`config.mk`:
```
export PLATFORM = sky130hd
export DESIGN_NAME = pipe_stage_skid_reg_flat
export DESIGN_NICKNAME = d
export VERILOG_FILES = /design/src/rtl/pipe_stage_skid_reg_if.sv /design/src/rtl/pipe_stage_skid_reg.sv /design/src/flat_wrapper.sv
export SDC_FILE = /design/constraint.sdc
export NUM_CORES = 1
export LEC_CHECK = 0
export BUFFER_PORTS_ARGS = -buffer_cell sky130_fd_sc_hd__clkbuf_2
export CAP_MARGIN = 25
export CORE_MARGIN = 10
export CORE_UTILIZATION = 25
export CTS_BUF_LIST = sky130_fd_sc_hd__clkbuf_16
export DETAILED_ROUTE_END_ITERATION = 8
export SLEW_MARGIN = 0
export SYNTH_ARGS = -nofsm -noshare
export SYNTH_HDL_FRONTEND = slang
export SYNTH_SLANG_ARGS = --single-unit
```
`constraint.sdc`:
```
create_clock -name clk -period 4.7 [get_ports clk]
set_input_delay 0.94 -clock clk [delete_from_list [all_inputs] [get_ports clk]]
set_output_delay 0.94 -clock clk [all_outputs]
set_load 0.05 [all_outputs]
```
`src/rtl/pipe_stage_skid_reg_if.sv`:
```
// pipe_stage_skid_reg_if: valid/ready/data handshake bundle for one side of a pipeline stage.
interface pipe_stage_skid_reg_if #(parameter int DATA_W = 32);
    logic              valid;
    logic              ready;
    logic [DATA_W-1:0] data;
    modport master (output valid, output data, input ready);
    modport slave  (input valid, input data, output ready);
endinterface

```
`src/rtl/pipe_stage_skid_reg.sv`:
```
// pipe_stage_skid_reg: pipeline stage register with registered ready, 2-entry skid buffer,
// flush, optional bubble zeroing, occupancy report and saturating stall counter.
module pipe_stage_skid_reg #(
    parameter int DATA_W      = 32,
    parameter bit BUBBLE_ZERO = 1'b1,
    parameter int CNT_W       = 16
) (
    input  logic                  clk,
    input  logic                  rst_n,
    pipe_stage_skid_reg_if.slave  in_if,
    pipe_stage_skid_reg_if.master out_if,
    input  logic                  flush_i,
    input  logic                  cnt_clr_i,
    output logic [1:0]            occupancy_o,
    output logic [CNT_W-1:0]      stall_cnt_o
);
    typedef enum logic [1:0] {EMPTY = 2'd0, ONE = 2'd1, FULL = 2'd2} state_t;
    state_t            state_q, state_d;
    logic [DATA_W-1:0] main_q, main_d, skid_q, skid_d;
    logic [CNT_W-1:0]  cnt_q, cnt_d;
    logic              in_ready, out_valid, accept, drain;
    assign accept = in_if.valid & in_ready;
    assign drain  = out_valid & out_if.ready;
    always_ff @(posedge clk or negedge rst_n) begin
        if (!rst_n) begin
            state_q <= EMPTY;
            main_q  <= '0;
            skid_q  <= '0;
            cnt_q   <= '0;
        end else begin
            state_q <= state_d;
            main_q  <= main_d;
            skid_q  <= skid_d;
            cnt_q   <= cnt_d;
        end
    end
    // A flushed accept is dropped; a flushed drain was already delivered this cycle.
    always_comb begin
        state_d = state_q;
        main_d  = main_q;
        skid_d  = skid_q;
        if (flush_i) begin
            state_d = EMPTY;
            main_d  = BUBBLE_ZERO ? '0 : main_q;
            skid_d  = BUBBLE_ZERO ? '0 : skid_q;
        end else begin
            case (state_q)
                EMPTY: if (accept) begin
                    state_d = ONE;
                    main_d  = in_if.data;
                end
                ONE: if (accept && drain) begin
                    main_d = in_if.data;
                end else if (accept) begin
                    state_d = FULL;
                    skid_d  = in_if.data;
                end else if (drain) begin
                    state_d = EMPTY;
                    main_d  = BUBBLE_ZERO ? '0 : main_q;
                end
                FULL: if (drain) begin
                    state_d = ONE;
                    main_d  = skid_q;
                    skid_d  = BUBBLE_ZERO ? '0 : skid_q;
                end
                default: state_d = EMPTY;
            endcase
        end
        cnt_d = cnt_clr_i ? '0
              : (out_valid && !out_if.ready && cnt_q != '1) ? cnt_q + CNT_W'(1)
              : cnt_q;
    end
    always_comb begin
        in_ready  = state_q != FULL;
        out_valid = state_q != EMPTY;
    end
    assign in_if.ready  = in_ready;
    assign out_if.valid = out_valid;
    assign out_if.data  = main_q;
    assign occupancy_o  = state_q;
    assign stall_cnt_o  = cnt_q;
endmodule

```
`src/flat_wrapper.sv`:
```
// flat-port wrapper written by rule: the top's interface ports become plain ports
module pipe_stage_skid_reg_flat 
#(
    parameter int DATA_W      = 32,
    parameter bit BUBBLE_ZERO = 1'b1,
    parameter int CNT_W       = 16
)
  (clk, rst_n, flush_i, cnt_clr_i, occupancy_o, stall_cnt_o, in_if_valid, in_if_data, in_if_ready, out_if_valid, out_if_data, out_if_ready);
  pipe_stage_skid_reg_if #(.DATA_W(DATA_W)) in_if_i ();
  pipe_stage_skid_reg_if #(.DATA_W(DATA_W)) out_if_i ();
  input  logic clk;
  input  logic rst_n;
  input  logic flush_i;
  input  logic cnt_clr_i;
  output logic [1:0] occupancy_o;
  output logic [CNT_W-1:0] stall_cnt_o;
  input wire logic [$bits(in_if_i.valid)-1:0] in_if_valid;
  input wire logic [$bits(in_if_i.data)-1:0] in_if_data;
  output wire logic [$bits(in_if_i.ready)-1:0] in_if_ready;
  output wire logic [$bits(out_if_i.valid)-1:0] out_if_valid;
  output wire logic [$bits(out_if_i.data)-1:0] out_if_data;
  input wire logic [$bits(out_if_i.ready)-1:0] out_if_ready;
  assign in_if_i.valid = in_if_valid;
  assign in_if_i.data = in_if_data;
  assign in_if_ready = in_if_i.ready;
  assign out_if_valid = out_if_i.valid;
  assign out_if_data = out_if_i.data;
  assign out_if_i.ready = out_if_ready;
  pipe_stage_skid_reg #(.DATA_W(DATA_W), .BUBBLE_ZERO(BUBBLE_ZERO), .CNT_W(CNT_W)) u_core (.clk(clk), .rst_n(rst_n), .in_if(in_if_i), .out_if(out_if_i), .flush_i(flush_i), .cnt_clr_i(cnt_clr_i), .occupancy_o(occupancy_o), .stall_cnt_o(stall_cnt_o));
endmodule
```
=== Yosys cells after proc, flatten, opt, wreduce, memory -nomap -nowiden ===
Index checks and enable logic that the tools add are counted.

* Flip-flop bits (word level): 82
* Logic and storage cells: 49

* Bitwise gates (word level): 2
* Reduce and logical (&&, ||, !) cells: 12
* Multiplexer cells: 19
* Equal/unequal tests: 11
* Add/subtract/negate cells: 1

{| class="wikitable"
|+ Operator list
! operator !! number
|-
| two-way mux 32 bit || 8
|-
| case mux 32 bit (3 select lines) || 1
|-
| case mux 32 bit (2 select lines) || 1
|-
| two-way mux 16 bit || 2
|-
| adder 16 x 1 -> 16 bit (second input constant) || 1
|-
| != test 16 bit (second input constant) || 1
|-
| two-way mux 2 bit || 6
|-
| != test 3 x 2 -> 1 bit (second input constant) || 3
|-
| != test 4 x 2 -> 1 bit (second input constant) || 2
|-
| AND reduction 4 bit || 2
|-
| case mux 2 bit (3 select lines) || 1
|-
| AND reduction 5 bit || 1
|-
| != test 4 bit (second input constant) || 1
|-
| nonzero test 2 bit || 2
|-
| nonzero test 4 bit || 1
|-
| logical AND 1 bit || 3
|-
| != test 3 bit (second input constant) || 1
|-
| nonzero test 3 bit || 1
|-
| AND 1 bit || 2
|-
| equality test 2 x 1 -> 1 bit (second input constant) || 1
|-
| equality test 2 bit (second input constant) || 1
|-
| zero test 2 bit || 1
|-
| != test 2 bit (second input constant) || 1
|-
| zero test 1 bit || 1
|}

=== Depth between registers and ports, before layout ===
* Depth in word-level cells: 7
* Depth in mapped cells: 8
* Mapped depth without buffers: 6

=== Worst setup path after synthesis ===
OpenSTA, ideal clock, no wires.

* Path kind: reg2out
* Start: register u_core.state_q[0], in the netlist u_core.occupancy_o[0]
* End: output out_if_valid
* Stages on the path, launching flop included: 5
* Path buffers: 1
* Path slack: 2254 ps
* Arrival: 1506 ps
* Data required time: 3760 ps
* Cell sequence: dfrtp_1 > inv_1 > ha_1 > buf_6 > inv_1

* Word-level cells in the longest chain between the ends: 1

{| class="wikitable"
|+ Ends and longest elaborated chain
! element !! RTL line !! RTL
|-
| start: declaration || pipe_stage_skid_reg.sv:18 || <nowiki>state_t state_q, state_d;</nowiki>
|-
| start signal: assignment || pipe_stage_skid_reg.sv:31 || <nowiki>state_q <= state_d;</nowiki>
|-
| nonzero test 2 bit || pipe_stage_skid_reg.sv:75 || <nowiki>out_valid = state_q != EMPTY;</nowiki>
|-
| end: declaration || flat_wrapper.sv:20 || <nowiki>output wire logic [$bits(out_if_i.valid)-1:0] out_if_valid;</nowiki>
|}

No other way between the ends.

=== Final worst setup path ===
* Start: register u_core.state_q[0], in the netlist u_core.occupancy_o[0]
* End: register u_core.main_q[20], in the netlist u_core.out_if.data[20]

* Word-level cells in the longest chain between the ends: 6

{| class="wikitable"
|+ Ends and longest elaborated chain
! element !! RTL line !! RTL
|-
| != test 2 bit / nonzero test 2 bit (equally long branches) || pipe_stage_skid_reg.sv:74, pipe_stage_skid_reg.sv:75 ||
|-
| AND 1 bit, on equally long branches || pipe_stage_skid_reg.sv:22, pipe_stage_skid_reg.sv:23 ||
|-
| logical AND 1 bit || pipe_stage_skid_reg.sv:52 || <nowiki>ONE: if (accept && drain) begin</nowiki>
|-
| two-way mux 32 bit || pipe_stage_skid_reg.sv:52 ||
|-
| case mux 32 bit (3 select lines) || pipe_stage_skid_reg.sv:47 || <nowiki>case (state_q)</nowiki>
|-
| two-way mux 32 bit || pipe_stage_skid_reg.sv:42 || <nowiki>if (flush_i) begin</nowiki>
|-
| end signal: assignment || pipe_stage_skid_reg.sv:32 || <nowiki>main_q <= main_d;</nowiki>
|-
| end: declaration || pipe_stage_skid_reg.sv:19 || <nowiki>logic [DATA_W-1:0] main_q, main_d, skid_q, skid_d;</nowiki>
|}

Parallel ways exist; a longest one is shown, timed or not.
A chain may end at the register's enable or synchronous reset.

==> reports/qor.txt <==
Status - completed
TritonCTS clock tree - done
Final min period - 2.598 ns
Core area - 15200 µm²
Seq/Total Area, Yosys - 52.92%
RSZ-0062 raised after global routing - false
Skew final - 0.004878 ns
CP Launch Type - flop
Peak VDD IR - 0.0001690 V
Cts hold-fix bufs - 0
Yosys warning total - 0
Vias in the first global route - 3369
DIE AREA - 20890 µm²
Async SR Flop Fraction - 100.0%
Fmax - 384.9 MHz
Gr ovfl total - 0
Setup violators final - 0
Commonest cells in the netlist - nand2_1 (105), dfrtp_1 (82), nand3_1 (38)
Final net count - 538
Synth unique cells - 42
Synth-to-Final Area Change - 24.65%
DRC errors left - 0
Sw frac - 44.59%
Initial antenna violation count - 0
# diodes - 0
Pin count of the biggest net entering global routing - 83
Yosys reg bits - 82
Max-slew headroom - 38.00%
Clock-pin slew on the worst setup and hold paths - 0.07 ns
Final Hold Slack - 0.4663 ns
Total CTS buffers - 9
Avg Cell Area, Syn - 9.389 µm²
First-pass GRT wire length - 17950 µm
Final GP Congestion - 0.7789
Syn_nets - 457
Power Density - 549.2 nW/µm²
Top-level I/O count - 90
Critical Path End Type - flop
Proportion of power drawn by combinational gates - 39.0%
Setup repair bufs after CTS - 0
Slew Limit Fails - 0
Internal power - 0.001471 W
Final WL - 11290 µm
Initial core utilization - 25.51%
Slew @ Worst Pin - 0.9264 ns
Vias - 3371
CP required - 4.92 ns
Wire per inst - 16.43 µm
CP arrival - 2.82 ns
Leading area contributor after synthesis - dfrtp_1
All-Layer GR Usage - 10.95%
Die height - 144.5 µm
Post-synth EDFFs - 0
Max_cap viols - 0
Sum of negative setup slack - 0 ns
Top_reg_cell synth - dfrtp_1
H-tree Lvls - 3
Register share of total power - 36.0%
Post-route ant nets - 0
Port Buffers - 89
Starting DRT DRC Count - 204
Die W - 144.5 µm
Clock network power share - 25.1%
CTS max path bufs - 2
Post-Syn Area - 3877 µm²
Share of post-route cells with drive strength above 1 - 24.45%
Endpoints failing hold - 0
Clk sink count - 82
Drt pass-1 iters - 4
Post_cts resized - 0
Sw Pwr - 0.001184 W
Top post-synthesis cells by area - dfrtp_1 (53%), nand2_1 (10%), a22oi_1 (6.2%), nand3_1 (4.9%), o21ai_0 (3.5%)
Kind of critical path - reg2reg
Post-DP HPWL - 7888 µm
Clock latency on the worst-skew pair - 0.34 ns
Worst Hold Class - reg2reg
Crit Path Max Fanout - 33
Cell count after synthesis - 413
Power, Total - 0.002655 W
Top-count cell post-synth - nand2_1
Vias per cell - 4.907
# rows - 45
Lkg Pwr - 2.348 nW
Top cell type's share of synthesized area - 52.92%
Final period util - 55.28%
CTS root buffer - clkbuf_16
logic make-up (layout without fill, tap and decap cells):
family / count (synthesis) / count (layout) / synth area share [%]
flops: 82 / 82 / 52.92
mux: 2 / 2 / 0.5163
simple gates: 189 / 189 / 23.78
compound gates: 102 / 102 / 17.13
xor+xnor: 1 / 1 / 0.2259
buf+inv: 31 / 117 / 3.485
fa+ha+maj: 6 / 6 / 1.936
per-stage QoR:
stage	utilization (%)	instances	cell area (µm²)	setup slack [ns]
2_1_floorplan	-	413	3877	2.254
4_1_cts	31.48	685	4786	1.432
3_3_place_gp	29.65	669	4507	1.519
3_5_place_dp	29.65	669	4507	1.340
5_1_grt	31.79	687	4833	1.921
6_report	31.79	687	4833	2.102
state kept, by name, summed over array words and instances (netlist names):
register,count
u_core.stall_cnt_o,16
u_core.out_if.data,32
u_core.skid_q,32
u_core.occupancy_o,2
critical path, cell delays in order, from the launching register on:
cell and delay, ns:
dfrtp_1 0.41, inv_1 0.14, ha_1 0.41, and2b_2 0.34
a221oi_4 0.26, buf_4 0.35, or2_1 0.23, buf_16 0.18
o21ai_0 0.11
layer usage:
layer	part of all wire, %	GRT usage (%)	vias to the layer above
met5	0	0	-
met4	1.4	4.202	0
met3	4.7	2.755	16
met2	48	17.44	77
met1	46	13.92	1642
li1	-	-	1636
power groups by stage:
stage | clock [W] | combinational [W] | sequential (W)
floorplan | 0 | 0.000409 | 0.00129
finish | 0.000665 | 0.00103 | 0.000955
global placement | 0 | 0.00102 | 0.000963
global route | 0.000712 | 0.00112 | 0.000976
detailed placement | 0 | 0.00104 | 0.000969
CTS | 0.000685 | 0.00104 | 0.000958
final timing paths:
path	from	endpoint	slack, ns	cells past startpoint
min in group asynchronous	rst_n	u_core.skid_q[30]	0.59	1
worst max register to register	u_core.occupancy_o[0]	u_core.out_if.data[20]	2.10	8
max in group asynchronous	rst_n	u_core.skid_q[17]	3.48	2
worst min register to register	u_core.skid_q[18]	u_core.skid_q[18]	0.47	2
worst max-delay path	u_core.occupancy_o[0]	u_core.out_if.data[20]	2.10	8
worst min-delay path	u_core.skid_q[18]	u_core.skid_q[18]	0.47	2
cell usage in the layout, fill, tap and decap left out, types with 5 or more instances in the layout:
| master | synthesis | layout |
|---|---|---|
| nand2_1 | 105 | 105 |
| clkbuf_2 | 0 | 88 |
| dfrtp_1 | 82 | 82 |
| nand3_1 | 38 | 38 |
| a22oi_1 | 32 | 32 |
| o21ai_0 | 27 | 27 |
| a21oi_1 | 15 | 15 |
| o21ai_1 | 14 | 13 |
| clkbuf_16 | 0 | 9 |
| o31ai_1 | 8 | 8 |
| inv_1 | 6 | 6 |
| or3_1 | 6 | 6 |
| or4_1 | 6 | 6 |
| ha_1 | 6 | 6 |
| buf_4 | 0 | 5 |
layout make-up:
cell class                      count  area [µm²]
Fill cell                        1594       10370
Multi-Input combinational cell    300        1719
Inverter                            6       22.52
Clock buffer                        9       225.2
Clock inverter                      7       53.80
Tap cell                          188       235.2
Timing Repair Buffer               95       525.5
Sequential cell                    82        2052
Power figures use the tool's default switching activity.
